==> src/rtl/w_grf_pkg.sv <==
// Shared ISA constants and the write-back data select encoding for the W stage.
// Combinational use only; holds no state.
// Imported by the W-stage decoder, the register file top and the hazard unit.
package w_grf_pkg;

    // Primary opcodes (instr[31:26])
    localparam logic [5:0] OP_SPECIAL = 6'b000000;
    localparam logic [5:0] OP_REGIMM  = 6'b000001;
    localparam logic [5:0] OP_JAL     = 6'b000011;
    localparam logic [5:0] OP_ADDI    = 6'b001000;
    localparam logic [5:0] OP_ADDIU   = 6'b001001;
    localparam logic [5:0] OP_SLTI    = 6'b001010;
    localparam logic [5:0] OP_ANDI    = 6'b001100;
    localparam logic [5:0] OP_ORI     = 6'b001101;
    localparam logic [5:0] OP_LUI     = 6'b001111;
    localparam logic [5:0] OP_LB      = 6'b100000;
    localparam logic [5:0] OP_LH      = 6'b100001;
    localparam logic [5:0] OP_LW      = 6'b100011;
    localparam logic [5:0] OP_LBU     = 6'b100100;
    localparam logic [5:0] OP_LHU     = 6'b100101;

    // SPECIAL function codes (instr[5:0])
    localparam logic [5:0] FN_JALR = 6'b001001;
    localparam logic [5:0] FN_MOVZ = 6'b001010;
    localparam logic [5:0] FN_MFHI = 6'b010000;
    localparam logic [5:0] FN_MFLO = 6'b010010;
    localparam logic [5:0] FN_ADD  = 6'b100000;
    localparam logic [5:0] FN_ADDU = 6'b100001;
    localparam logic [5:0] FN_SUB  = 6'b100010;
    localparam logic [5:0] FN_SUBU = 6'b100011;
    localparam logic [5:0] FN_AND  = 6'b100100;
    localparam logic [5:0] FN_OR   = 6'b100101;
    localparam logic [5:0] FN_SLT  = 6'b101010;
    localparam logic [5:0] FN_SLTU = 6'b101011;

    // REGIMM rt code for bgezal, and architectural register indices
    localparam logic [4:0] RT_BGEZAL = 5'b10001;
    localparam logic [4:0] REG_ZERO  = 5'd0;
    localparam logic [4:0] REG_RA    = 5'd31;

    // Source of the write-back value
    typedef enum logic [1:0] {
        SEL_ALU = 2'd0,
        SEL_DM  = 2'd1,
        SEL_MD  = 2'd2,
        SEL_PC8 = 2'd3
    } wdata_sel_e;

endpackage

==> src/rtl/w_grf_dec.sv <==
// W-stage write-back decoder: instruction -> (write enable, destination, data source).
// Purely combinational, zero latency.
// No handshake; enable already excludes register 0 and untaken conditional writes.
import w_grf_pkg::*;

module w_grf_dec (
    input  logic [31:0] instr,
    input  logic        b_j,
    input  logic        alu_zero,
    output logic        wr_en,
    output logic [4:0]  wr_addr,
    output wdata_sel_e  wdata_sel
);

    logic [5:0] op;
    logic [5:0] funct;
    logic [4:0] rt;
    logic [4:0] rd;
    logic       en_raw;
    logic [4:0] dst;
    logic       unused_fields;

    assign op    = instr[31:26];
    assign rt    = instr[20:16];
    assign rd    = instr[15:11];
    assign funct = instr[5:0];
    assign unused_fields = ^{instr[25:21], instr[10:6]};

    // Classify the instruction into destination and data source
    always_comb begin
        en_raw    = 1'b0;
        dst       = REG_ZERO;
        wdata_sel = SEL_ALU;
        case (op)
            OP_SPECIAL: begin
                case (funct)
                    FN_ADD, FN_ADDU, FN_SUB, FN_SUBU,
                    FN_AND, FN_OR, FN_SLT, FN_SLTU: begin
                        en_raw = 1'b1;
                        dst    = rd;
                    end
                    FN_MOVZ: begin
                        en_raw = alu_zero;
                        dst    = rd;
                    end
                    FN_MFHI, FN_MFLO: begin
                        en_raw    = 1'b1;
                        dst       = rd;
                        wdata_sel = SEL_MD;
                    end
                    FN_JALR: begin
                        en_raw    = 1'b1;
                        dst       = rd;
                        wdata_sel = SEL_PC8;
                    end
                    default: ;
                endcase
            end
            OP_ADDI, OP_ADDIU, OP_SLTI, OP_ANDI, OP_ORI, OP_LUI: begin
                en_raw = 1'b1;
                dst    = rt;
            end
            OP_LB, OP_LH, OP_LW, OP_LBU, OP_LHU: begin
                en_raw    = 1'b1;
                dst       = rt;
                wdata_sel = SEL_DM;
            end
            OP_JAL: begin
                en_raw    = 1'b1;
                dst       = REG_RA;
                wdata_sel = SEL_PC8;
            end
            OP_REGIMM: begin
                if (rt == RT_BGEZAL) begin
                    en_raw    = b_j;
                    dst       = REG_RA;
                    wdata_sel = SEL_PC8;
                end
            end
            default: ;
        endcase
    end

    // Writes to $0 are dropped entirely; idle destination reads as 0
    assign wr_en   = en_raw && (dst != REG_ZERO);
    assign wr_addr = wr_en ? dst : REG_ZERO;

endmodule

==> src/rtl/w_grf.sv <==
// Write-back stage and 32x32 GPR file with two combinational read ports.
// Commit at the rising edge ending the W cycle; reads are zero latency with write-through bypass.
// No backpressure: the W stage never stalls and every cycle may commit.
import w_grf_pkg::*;

module w_grf (
    input  logic        clk,
    input  logic        reset,
    input  logic [31:0] w_pc,
    input  logic [31:0] w_instr,
    input  logic [31:0] w_alu,
    input  logic [31:0] w_dm,
    input  logic [31:0] w_md,
    input  logic        w_b_j,
    input  logic        w_alu_zero,
    input  logic [4:0]  rs_addr,
    input  logic [4:0]  rt_addr,
    output logic [31:0] rs_data,
    output logic [31:0] rt_data,
    output logic        w_wr_en,
    output logic [4:0]  w_wr_addr,
    output logic [31:0] w_wr_data
);

    // $0 is not stored; only indices 1..31 hold state
    logic [31:0] regs_q [1:31];
    logic [31:0] regs_d [1:31];
    wdata_sel_e  wdata_sel;
    logic [31:0] sel_data;

    w_grf_dec u_dec (
        .instr     (w_instr),
        .b_j       (w_b_j),
        .alu_zero  (w_alu_zero),
        .wr_en     (w_wr_en),
        .wr_addr   (w_wr_addr),
        .wdata_sel (wdata_sel)
    );

    // Write-back data mux; link address wraps modulo 2^32
    always_comb begin
        case (wdata_sel)
            SEL_ALU: sel_data = w_alu;
            SEL_DM:  sel_data = w_dm;
            SEL_MD:  sel_data = w_md;
            default: sel_data = w_pc + 32'd8;
        endcase
    end

    assign w_wr_data = w_wr_en ? sel_data : 32'd0;

    // Next array contents: the single decoded write lands on its index
    always_comb begin
        regs_d = regs_q;
        for (int i = 1; i < 32; i++) begin
            if (w_wr_en && (w_wr_addr == 5'(i))) begin
                regs_d[i] = w_wr_data;
            end
        end
    end

    // Register array; reset clears asynchronously and blocks any commit
    always_ff @(posedge clk or posedge reset) begin
        if (reset) begin
            for (int i = 1; i < 32; i++) begin
                regs_q[i] <= 32'd0;
            end
        end else begin
            regs_q <= regs_d;
        end
    end

    // Read ports: $0 is hardwired, a same-cycle write is forwarded
    always_comb begin
        rs_data = 32'd0;
        rt_data = 32'd0;
        if (rs_addr != REG_ZERO) begin
            rs_data = (w_wr_en && (rs_addr == w_wr_addr)) ? w_wr_data : regs_q[rs_addr];
        end
        if (rt_addr != REG_ZERO) begin
            rt_data = (w_wr_en && (rt_addr == w_wr_addr)) ? w_wr_data : regs_q[rt_addr];
        end
    end

endmodule
==> config.mk <==
export PLATFORM = sky130hd
export DESIGN_NAME = w_grf
export DESIGN_NICKNAME = d
export VERILOG_FILES = /design/src/rtl/w_grf_pkg.sv /design/src/rtl/w_grf_dec.sv /design/src/rtl/w_grf.sv
export SDC_FILE = /design/constraint.sdc
export NUM_CORES = 2
export LEC_CHECK = 0
export ABC_AREA = 0
export CORE_MARGIN = 1.5
export CORE_UTILIZATION = 35
export CTS_CLUSTER_DIAMETER = 200
export DETAILED_ROUTE_END_ITERATION = 7
export PLACE_DENSITY_LB_ADDON = 0.1
export SYNTH_ARGS = -nofsm -noshare
export SYNTH_HDL_FRONTEND = slang
export SYNTH_SLANG_ARGS = --single-unit
==> constraint.sdc <==
create_clock -name clk -period 79.5 [get_ports clk]
set_input_delay 15.9 -clock clk [delete_from_list [all_inputs] [get_ports clk]]
set_output_delay 15.9 -clock clk [all_outputs]
set_load 0.02 [all_outputs]
==> impl_metrics.json <==
{
  "power_density_nw_per_um2": 18.2,
  "grt_setup_unrepaired": "no",
  "fp.dieH_um": 403,
  "start_util_pct": 35.3,
  "setup_slack_ns": 42.21,
  "synth_top_area_share_pct": 44.3,
  "hold_path.class": "reg -> reg",
  "dieArea_um2": 162000,
  "dr.pass1.iters": 5,
  "yosysWarnings": 0,
  "synthSimpleGateAreaFrac_pct": 2.87,
  "globalplace.congestion": 0.767,
  "wire_per_inst_um": 33.5,
  "clockRootBuffer": "clkbuf_16",
  "hold_viol": 0,
  "totalWireLength_mm": 202,
  "reg2reg_depth": 1,
  "grt_overflow": 0,
  "synth_top_family_by_area": "multiplexers",
  "grt_use_total_pct": 25.0,
  "yosysSeqAreaShare_pct": 44.3,
  "startpoint": "w_instr[31]",
  "dp_hpwl_mm": 118,
  "ys_top_cells_by_area": "dfrtp_1, mux4_2, mux2_2, mux2_1, o21ai_0",
  "synth_compound_area_share_pct": 4.27,
  "fmax_ghz": 0.0268,
  "hold_ws_ns": 0.494,
  "avgSynthCellArea_um2": 15.0,
  "worstMarginPinSlew_ns": 1.17,
  "clkTransAtPathRegs_ns": 0.06,
  "place_ws_ns": 42.11,
  "largest_register_ffs": 992,
  "worstSetupPathType": "in -> out",
  "cts_num_sinks": 992,
  "synth_area_leader_cell": "dfrtp_1",
  "fin_skew_ns": 0,
  "rr_endpoint": "regs_q[749]",
  "ys_ff_latch": 992,
  "vias": 35800,
  "antenna_found_initial": 9,
  "drc": 0,
  "r2r_start": "regs_q[749]",
  "muxShareOfSynthArea_pct": 44.7,
  "drtAntennaViolNets": 0,
  "drtIter0Drc": 2646,
  "grt_pass1_wl_mm": 290,
  "ctsResizeCount": 0,
  "ys_types": 83,
  "cts_max_path_buffers": 3,
  "fin_crit_sh_pct": 46.9,
  "fill_cells": 14700,
  "io_pins": 276,
  "h-tree-depth": 3,
  "top_register": "regs_q",
  "num_rows": 146,
  "cts_hold_buffers": 0,
  "nets": 4022,
  "top_regs": "regs_q (992)",
  "slew_viol_final": 0,
  "synthAdderAreaFrac_pct": 0.0223,
  "grt_max_degree": 163,
  "outcome": "finished, final reports clean",
  "setup_viol": 0,
  "leakagePower_nw": 28.6,
  "drive_above_1_share_pct": 47.5,
  "numCtsBuffers": 118,
  "syn_to_final_growth_pct": 15.5,
  "netlist_area_um2": 56000,
  "maxCapViolCount": 0,
  "post-route-util_pct": 40.8,
  "crit_path_end": "rt_data[3]",
  "die_w_um": 403,
  "tns_ns": 0,
  "syn_nets": 3906,
  "grt_pass1_vias": 37600,
  "numPortBuffers": 265,
  "async_flop_share_pct": 100,
  "cp_data_required_time_ns": 63.60,
  "cts_tree": "done",
  "critPathCaptureType": "output port",
  "irDropWorstVdd_v": 0.0000177,
  "syn_inst": 3731,
  "cp.arrival_ns": 21.39,
  "crit_path_start_kind": "input port",
  "insertion_delay_ns": 0.76,
  "core_um2": 159000,
  "min_period_ns": 37.29,
  "rrSetupSlack_ns": 78.69,
  "crit_fanout": 24,
  "synth-edff-count": 0,
  "via_per_inst": 5.96,
  "post_cts_buffers": 0,
  "relSlewSlack_pct": 22.0,
  "ys.flop_type": "dfrtp_1",
  "synth_xor_area_share_pct": 0.547
}
[critical path, cell delays in order]
cell             delay, ns
clkdlybuf4s50_1       0.57
nor4_4                0.47
nand2_1               0.28
nor2_2                0.58
a21oi_1               0.10
a31o_4                0.50
a211oi_2              0.39
nand4_4               0.67
buf_4                 0.60
mux2i_1               0.52
clkdlybuf4s50_1       0.76
[kinds of logic (layout without fill, tap and decap cells)]
logic type / count (synthesis) / in the layout
flops: 992 / 992
mux: 1638 / 1638
xor+xnor: 35 / 35
other cells: 0 / 1
fa+ha+maj: 1 / 1
compound gates: 340 / 340
buf+inv: 403 / 609
simple gates: 322 / 322
[area by class of cell]
type                       instances  area, um^2  area share [%]
inverter                          17        77.6           0.120
clock buffer                     184        3590            5.54
multi-input combinational       2336       29700            45.9
antenna                            1        2.50         0.00387
clock inverter                    26         322           0.497
sequential                       992       24800            38.4
tap                             2072        2590            4.01
timing repair buffer             382        3600            5.57
[cells in the final DEF (no fill, tap or decap), types with 13 or more instances in the layout]
master and instances:
mux2_1 122, nor2_1 81, clkdlybuf4s50_1 256, mux2_4 40
buf_4 115, mux2_2 856, nor2_4 19, a21oi_1 14
mux2i_1 44, clkbuf_1 32, clkinv_2 15, nand3_1 21
nand2_1 122, o21ai_0 175, xor2_1 16, o22ai_1 13
dfrtp_1 992, xnor2_1 19, a22o_1 62, clkbuf_16 122
mux4_2 576, clkbuf_8 30
[where the power goes]
part,switching [W],internal (W),total (W)
Clock,0.000227,0.000326,0.000553
Combinational,0.0000660,0.0000430,0.000109
Sequential,0.00000571,0.000513,0.000518
[worst min-delay path by stage]
stage / startpoint / to / slack (ns) / depth (start not counted)
finish: regs_q[389] / regs_q[389] / 0.49 / 2
global route: regs_q[389] / regs_q[389] / 0.52 / 2
CTS: regs_q[389] / regs_q[389] / 0.50 / 2
detailed placement: regs_q[389] / regs_q[389] / 0.49 / 2
global placement: regs_q[384] / regs_q[384] / 0.47 / 2
floorplan: regs_q[384] / regs_q[384] / 0.46 / 2
[metrics by stage]
step	instance area [um^2]	total power [W]	cells
after CTS	64700	0.00120	6009
after global placement	60800	0.000638	5799
after global routing	64700	0.00122	6010
after detailed placement	60800	0.000638	5799
after floorplan	56000	0.000593	3731
final	64700	0.00118	6010
[metal layers]
metal / global-route usage [%] / vias to the layer above / routed length [um]
li1: - / 14700 / -
met2: 40.8 / 963 / 97500
met4: 6.15 / 4 / 4990
met3: 4.10 / 259 / 9690
met5: 0 / - / 27
met1: 34.7 / 19900 / 89400
[Yosys cell counts (7+ instances only)]
library cell and instances:
and3_1 8, a31oi_1 7, dfrtp_1 992, o22ai_1 13
clkbuf_2 7, mux2_4 40, o21ai_0 176, a211oi_2 10
buf_1 66, mux4_2 576, a22o_1 62, buf_2 93
nand2_1 125, nand3_1 22, mux2i_1 44, inv_1 10
nor2_2 12, buf_4 34, buf_6 11, inv_2 7
nand4_1 10, xnor2_1 19, nor2_1 87, a21oi_1 14
mux2_1 122, o221ai_1 9, clkbuf_1 175, mux2_2 856
xor2_1 16
(Power assumes the default switching activity.)
